===== config.mk =====
export PLATFORM = sky130hd
export DESIGN_NAME = debug_ram_writer_arb
export DESIGN_NICKNAME = d
export VERILOG_FILES = /design/src/rtl/debug_ram_writer_arb.sv
export SDC_FILE = /design/constraint.sdc
export NUM_CORES = 1
export LEC_CHECK = 0
export ABC_AREA = 1
export CAP_MARGIN = 20
export CORE_UTILIZATION = 39
export DETAILED_ROUTE_END_ITERATION = 8
export GPL_TIMING_DRIVEN = 0
export HOLD_SLACK_MARGIN = 0.15
export PLACE_DENSITY_LB_ADDON = 0.25
export SLEW_MARGIN = 10
export SYNTH_ARGS = -nofsm -noshare
export SYNTH_HDL_FRONTEND = slang
export SYNTH_SLANG_ARGS = --single-unit

===== constraint.sdc =====
create_clock -name clk50 -period 3.1 [get_ports clk50]
set_input_delay 0.62 -clock clk50 [delete_from_list [all_inputs] [get_ports clk50]]
set_output_delay 0.62 -clock clk50 [all_outputs]
set_load 0.02 [all_outputs]

===== src/rtl/debug_ram_writer_arb.sv =====
// Round-robin write arbiter for debug RAM port A, with an optional full-RAM clear sweep.
// The clear engine is built only when DEBUG_RAM_CLEAR_EN is defined.
module debug_ram_writer_arb #(
    parameter int NREQ   = 2,
    parameter int ADDR_W = 10,
    parameter int DATA_W = 8,
    parameter logic [DATA_W-1:0] CLEAR_VALUE = {DATA_W{1'b0}}
) (
    input  logic                     clk50,
    input  logic                     rst_n,
    input  logic [NREQ-1:0]          req_valid,
    input  logic [NREQ*ADDR_W-1:0]   req_addr,
    input  logic [NREQ*DATA_W-1:0]   req_data,
    output logic [NREQ-1:0]          req_ready,
    input  logic                     clear_start,
    output logic                     clear_busy,
    output logic                     clear_done,
    output logic                     ram_en_a,
    output logic [ADDR_W-1:0]        ram_addr_a,
    output logic [DATA_W-1:0]        ram_data_a
);
    // Handshake: a requester holds valid/addr/data until its req_ready pulse;
    // the pulse coincides with the single ram_en_a cycle that performs its write.

    localparam int IDX_W = (NREQ > 1) ? $clog2(NREQ) : 1;
    localparam int DEPTH = 1 << ADDR_W;

`ifdef DEBUG_RAM_CLEAR_EN
    typedef enum logic [1:0] {IDLE = 2'd0, WRITE = 2'd1, CLEAR = 2'd2} state_t;
`else
    typedef enum logic [1:0] {IDLE = 2'd0, WRITE = 2'd1} state_t;
`endif

    state_t              state, state_n;
    logic [IDX_W-1:0]    rr_ptr, rr_ptr_n;
    logic [NREQ-1:0]     req_ready_n;
    logic                ram_en_n;
    logic [ADDR_W-1:0]   ram_addr_n;
    logic [DATA_W-1:0]   ram_data_n;
    logic                clear_busy_n, clear_done_n;
    logic                grant_found;
    logic [IDX_W-1:0]    grant_idx, cand;

`ifdef DEBUG_RAM_CLEAR_EN
    logic [ADDR_W:0]     clear_cnt, clear_cnt_n;
    logic                clear_pend, clear_pend_n;
`else
    logic                unused_clear;
    assign unused_clear = clear_start ^ (^CLEAR_VALUE);
`endif

    // First valid requester strictly after rr_ptr, wrapping around.
    always_comb begin
        grant_found = 1'b0;
        grant_idx   = rr_ptr;
        cand        = '0;
        for (int k = 1; k <= NREQ; k++) begin
            cand = IDX_W'((int'(rr_ptr) + k) % NREQ);
            if (!grant_found && req_valid[cand]) begin
                grant_found = 1'b1;
                grant_idx   = cand;
            end
        end
    end

    always_comb begin
        state_n      = state;
        rr_ptr_n     = rr_ptr;
        req_ready_n  = '0;
        ram_en_n     = 1'b0;
        ram_addr_n   = ram_addr_a;
        ram_data_n   = ram_data_a;
        clear_busy_n = clear_busy;
        clear_done_n = 1'b0;
`ifdef DEBUG_RAM_CLEAR_EN
        clear_cnt_n  = clear_cnt;
        clear_pend_n = clear_pend;
`endif
        case (state)
            IDLE: begin
`ifdef DEBUG_RAM_CLEAR_EN
                if (clear_pend || (clear_start && !clear_busy)) begin
                    state_n      = CLEAR;
                    clear_cnt_n  = '0;
                    clear_pend_n = 1'b0;
                    clear_busy_n = 1'b1;
                end else
`endif
                begin
                    clear_busy_n = 1'b0;
                    if (grant_found) begin
                        state_n                = WRITE;
                        rr_ptr_n               = grant_idx;
                        ram_en_n               = 1'b1;
                        ram_addr_n             = req_addr[grant_idx*ADDR_W +: ADDR_W];
                        ram_data_n             = req_data[grant_idx*DATA_W +: DATA_W];
                        req_ready_n[grant_idx] = 1'b1;
                    end
                end
            end
            WRITE: begin
                state_n = IDLE;
`ifdef DEBUG_RAM_CLEAR_EN
                if (clear_start && !clear_busy) begin
                    clear_pend_n = 1'b1;
                    clear_busy_n = 1'b1;
                end
`endif
            end
`ifdef DEBUG_RAM_CLEAR_EN
            CLEAR: begin
                // clear_cnt reaching DEPTH means address DEPTH-1 is already on the port.
                if (clear_cnt == (ADDR_W+1)'(DEPTH)) begin
                    state_n      = IDLE;
                    clear_done_n = 1'b1;
                end else begin
                    ram_en_n    = 1'b1;
                    ram_addr_n  = clear_cnt[ADDR_W-1:0];
                    ram_data_n  = CLEAR_VALUE;
                    clear_cnt_n = clear_cnt + 1'b1;
                end
            end
`endif
            default: state_n = IDLE;
        endcase
    end

    always_ff @(posedge clk50 or negedge rst_n) begin
        if (!rst_n) begin
            state      <= IDLE;
            rr_ptr     <= IDX_W'(NREQ - 1);
            req_ready  <= '0;
            ram_en_a   <= 1'b0;
            ram_addr_a <= '0;
            ram_data_a <= '0;
            clear_busy <= 1'b0;
            clear_done <= 1'b0;
`ifdef DEBUG_RAM_CLEAR_EN
            clear_cnt  <= '0;
            clear_pend <= 1'b0;
`endif
        end else begin
            state      <= state_n;
            rr_ptr     <= rr_ptr_n;
            req_ready  <= req_ready_n;
            ram_en_a   <= ram_en_n;
            ram_addr_a <= ram_addr_n;
            ram_data_a <= ram_data_n;
            clear_busy <= clear_busy_n;
            clear_done <= clear_done_n;
`ifdef DEBUG_RAM_CLEAR_EN
            clear_cnt  <= clear_cnt_n;
            clear_pend <= clear_pend_n;
`endif
        end
    end

endmodule

### Yosys cells after proc, flatten, opt, wreduce, memory -nomap -nowiden

Cells that the tools add are included.

* add/subtract/negate cells: 2
* multiply operators: 1
* order comparisons: 4
* equal/unequal tests: 1
* shift operators: 2
* mux-type cells: 16
* reductions and logical operators: 5

Operators with widths (count)
* indexed part select 20 x 6 -> 10 bit: 1
* indexed part select 16 x 5 -> 8 bit: 1
* 2-to-1 mux 1 bit: 11
* 2-to-1 mux 2 bit: 4
* < comparator 1 x 2 -> 1 bit, second input constant: 3
* multiplier 1 x 3 -> 4 bit, second input constant: 1
* adder 1 bit, second input constant: 2
* logical AND 1 bit: 2
* logical NOT 2 bit: 1
* inequality test 2 bit, second input constant: 1
* AND reduction 2 bit: 1
* demux 1 bit (select 1 bit): 1
* >= comparator 1 bit, second input constant: 1
* logical NOT 1 bit: 1

* flip-flop bits (word level): 24
* output and inout port bits: 23
* word-level logic and storage cells: 37

### Longest topological paths before layout

* depth in word-level cells: 13
* gate-level depth with buffers: 5
* mapped depth without buffers: 4

### Worst setup path before layout

OpenSTA, ideal clock, no wires.

* path kind: input port to flip-flop
* start: input port req_valid[0]
* end: register ram_addr_a[5]
* data arrival time: 1.214 ns
* required time: 3.031 ns
* path slack: 1.817 ns
* stages: 4
* cell sequence: o21ai_0 -> clkbuf_1 -> nand2_1 -> nand3_1

* longest elaborated chain between the ends: 8

Ends and longest elaborated chain
* start, declared: line 11 `input logic [NREQ-1:0] req_valid,`
* 2-to-1 mux 1 bit (implied by the code) (2 in a row): line 59 `if (!grant_found && req_valid[cand]) begin`
* 2-to-1 mux 1 bit: line 59
* logical NOT 1 bit: line 59
* logical AND 1 bit: line 59
* 2-to-1 mux 1 bit: line 59
* multiplier 1 x 3 -> 4 bit: line 95 `ram_addr_n = req_addr[grant_idx*ADDR_W +: ADDR_W];`
* indexed part select 20 x 6 -> 10 bit: line 95
* end signal, assigned: line 147 `ram_addr_a <= ram_addr_n;`
* end, declared: line 19 `output logic [ADDR_W-1:0] ram_addr_a,`

Parallel ways exist; a longest one is shown, timed or not. The select of a mux whose other input is x is not followed.
A chain may end at the register's enable or synchronous reset.

### Worst setup path after layout

* start: register ram_data_a[0]
* end: output port ram_data_a[0]

RTL lines
* start, declared: line 20 `output logic [DATA_W-1:0] ram_data_a`
* start signal, assigned: line 148 `ram_data_a <= ram_data_n;`

No word-level cell between the ends.

==> flow_summary.json <==
{
  "result_of_the_run": "completed",
  "cts.reportedPaths.clkPinSlew_ns": 0.12,
  "num_ports": 64,
  "worstHoldPathType": "flip-flop to flip-flop",
  "slew_viol_final": 0,
  "grt_max_degree": 24,
  "dieArea_mm2": 0.00296,
  "drc_errors": 0,
  "worstRegToRegCells": 5,
  "max_clock_freq_ghz": 0.522,
  "number_of_buffers_created_by_cts": 3,
  "drt_pass1_iterations": 4,
  "report.final.hold_viol_count": 0,
  "critPathArrivalTime_ns": 1.30,
  "yosysTopAreaCell": "sky130_fd_sc_hd__dfrtp_1",
  "rsz0062_at_grt": "no",
  "initialDrtViolationCount": 23,
  "grt_pass1_wl_um": 4620,
  "io_buffer_count": 60,
  "vdd_ir_drop_max_mv": 0.368,
  "post_drt_wl_per_cell_um": 13.7,
  "required_time_worst_endpoint_ns": 2.48,
  "rr_startpoint": "rr_ptr$_DFFE_PN1P_",
  "drt_wl_total_um": 2950,
  "ys_types": 17,
  "cts-hold-fix-buffers": 0,
  "drive_above_1_share_pct": 9.68,
  "finish.cell_count_without_fillers": 216,
  "synth-seq-area-share_pct": 53.9,
  "timing.clock.skew_ns": 0.00741,
  "share_seq_of_total_power_pct": 42.6,
  "cts-htree-levels": 1,
  "timing_worst_setup_path_type": "flip-flop to output port",
  "coreArea_mm2": 0.00254,
  "hpwl_reported_at_the_end_of_detailed_placement_um": 2180,
  "antenna_fix_cells": 0,
  "critPathLaunchType": "flip-flop",
  "cp_num_buf_inv": 1,
  "power.internal_mw": 0.621,
  "swShare_pct": 34.8,
  "critPathSlowestCell": "sky130_fd_sc_hd__clkdlybuf4s50_1",
  "final_util_pct": 68.7,
  "global_route.overflow_total": 0,
  "worstSkewPairLatency_ns": 0.30,
  "post-place-cells": 211,
  "cts-resized-gates": 0,
  "maxCapViolCount": 0,
  "initial_utilization_pct": 42.0,
  "syn_to_final_growth_pct": 63.5,
  "core_rows": 18,
  "p_leak_nw": 0.778,
  "reg2reg_slack_ns": 1.77,
  "syn_inst": 120,
  "final_cell_mix": "sky130_fd_sc_hd__clkdlybuf4s50_1, sky130_fd_sc_hd__nand3_1, sky130_fd_sc_hd__nand2_1, sky130_fd_sc_hd__dfrtp_1",
  "timing.critical_path.to_type": "output port",
  "place_congestion": 0.708,
  "power.clock.fraction_pct": 14.0,
  "netlist_area_before_placement_mm2": 0.00107,
  "grt_antenna_before_repair": 0,
  "ys_warn_count": 0,
  "fin_total_pwr_mw": 0.952,
  "final_common_cell": "sky130_fd_sc_hd__clkdlybuf4s50_1",
  "p_comb_share_pct": 43.4,
  "floorplan.die.width_um": 54.4,
  "routed-via-count": 1089,
  "grt_pass1_vias": 1095,
  "setup_total_negative_slack_ns": 0,
  "cts_root_buffer": "sky130_fd_sc_hd__clkbuf_4",
  "finalCriticalPeriod_ns": 1.92,
  "hold_path_startpoint": "ram_data_a[7]$_DFFE_PN0P_",
  "tritoncts_clock_tree": "yes",
  "grt_use_total_pct": 21.7,
  "r2r-end": "ram_data_a[1]$_DFFE_PN0P_",
  "post-cts-setup-buffer-count": 0,
  "power-per-cell-area_mw_per_mm2": 544,
  "synth.area.top_cells": "sky130_fd_sc_hd__dfrtp_1, sky130_fd_sc_hd__nand3_1, sky130_fd_sc_hd__nand2_1",
  "cell_depth_of_the_worst_hold_path": 2,
  "critical_path.max_stage_delay_ns": 0.61,
  "antenna_left": 0,
  "min_period_over_period_pct": 61.8,
  "final_report_setup_violation_count": 0,
  "timing.critical_path.max_delay_family": "buffers and inverters",
  "critPathMaxFanout": 2,
  "die_h_um": 54.4,
  "net_switching_component_of_the_power_mw": 0.332,
  "number_of_sinks_handled_by_clock_tree_synthesis": 23,
  "crit_chain": "clkdlybuf4s50_1",
  "viasPerCell": 5.04,
  "holdPathEnd": "ram_data_a[7]$_DFFE_PN0P_",
  "synth_top_area_share_pct": 51.5,
  "nNetsFinal": 228,
  "yosys_register_bits": 23,
  "synthesis.area_per_instance_um2": 8.91,
  "cts-root-to-sink-buffers": 2
}
## per-stage QoR
step                hold slack [ns]  worst slack, ns  area, um2
floorplan                     0.324             1.82       1070
global placement              0.480             1.13       1710
detailed placement            0.480             1.09       1710
CTS                           0.512             1.18       1740
global route                  0.532             1.14       1750
finish                        0.506             1.18       1750
## Yosys cell counts (all sizes together)
| library cell | count |
|---|---|
| buf | 8 |
| a21oi | 1 |
| nor2 | 4 |
| clkbuf | 1 |
| o21ai | 2 |
| dfrtp | 22 |
| conb | 1 |
| nand2 | 22 |
| nand3 | 54 |
| dfstp | 1 |
| inv | 4 |
## routing by layer
layer / GRT usage, % / wire length, um / vias to the layer above
met4: 6.84 / 13 / 0
met3: 3.89 / 194 / 2
met5: 0 / 0 / -
met2: 40.2 / 1490 / 37
li1: - / - / 536
met1: 24.8 / 1260 / 514
## sequential cells by signal (all words and copies together), names as in the netlist
register,cells
ram_addr_a,10
ram_data_a,8
req_ready,2
ram_en_a,1
rr_ptr,1
state,1
## cell families after synthesis
| kind of cell | count (synthesis) | share of synthesized area, % |
|---|---|---|
| AO/OA/AOI/OAI | 3 | 2.81 |
| buffers and inverters | 13 | 7.37 |
| flip-flops | 23 | 53.9 |
| other | 1 | 0.351 |
| AND/OR/NAND/NOR | 80 | 35.6 |
## power by group through the flow
stage / Combinational (mW) / Clock (mW) / Sequential (mW)
finish: 0.414 / 0.133 / 0.405
global placement: 0.408 / 0 / 0.407
detailed placement: 0.415 / 0 / 0.409
floorplan: 0.124 / 0 / 0.485
CTS: 0.417 / 0.139 / 0.405
global route: 0.448 / 0.148 / 0.413
## how the worst max path moves through the flow
stage               cells after the start                 startpoint                        end
floorplan                               4               req_valid[0]  ram_addr_a[5]$_DFFE_PN0P_
global route                            1  ram_addr_a[8]$_DFFE_PN0P_              ram_addr_a[8]
CTS                                     1  ram_data_a[0]$_DFFE_PN0P_              ram_data_a[0]
detailed placement                      5               req_valid[0]  ram_addr_a[5]$_DFFE_PN0P_
global placement                        5               req_valid[0]  ram_data_a[7]$_DFFE_PN0P_
finish                                  1  ram_data_a[0]$_DFFE_PN0P_              ram_data_a[0]
## area by class of cell
cell class                      count  area, um2
Clock buffer                        4       26.3
Timing Repair Buffer               61        612
Tap cell                           30       37.5
Sequential cell                    23        577
Multi-Input combinational cell     85        418
Inverter                            4       15.0
Fill cell                         230        796
Buffer                              9       63.8
Note: power is estimated with default switching activity, not from simulation.
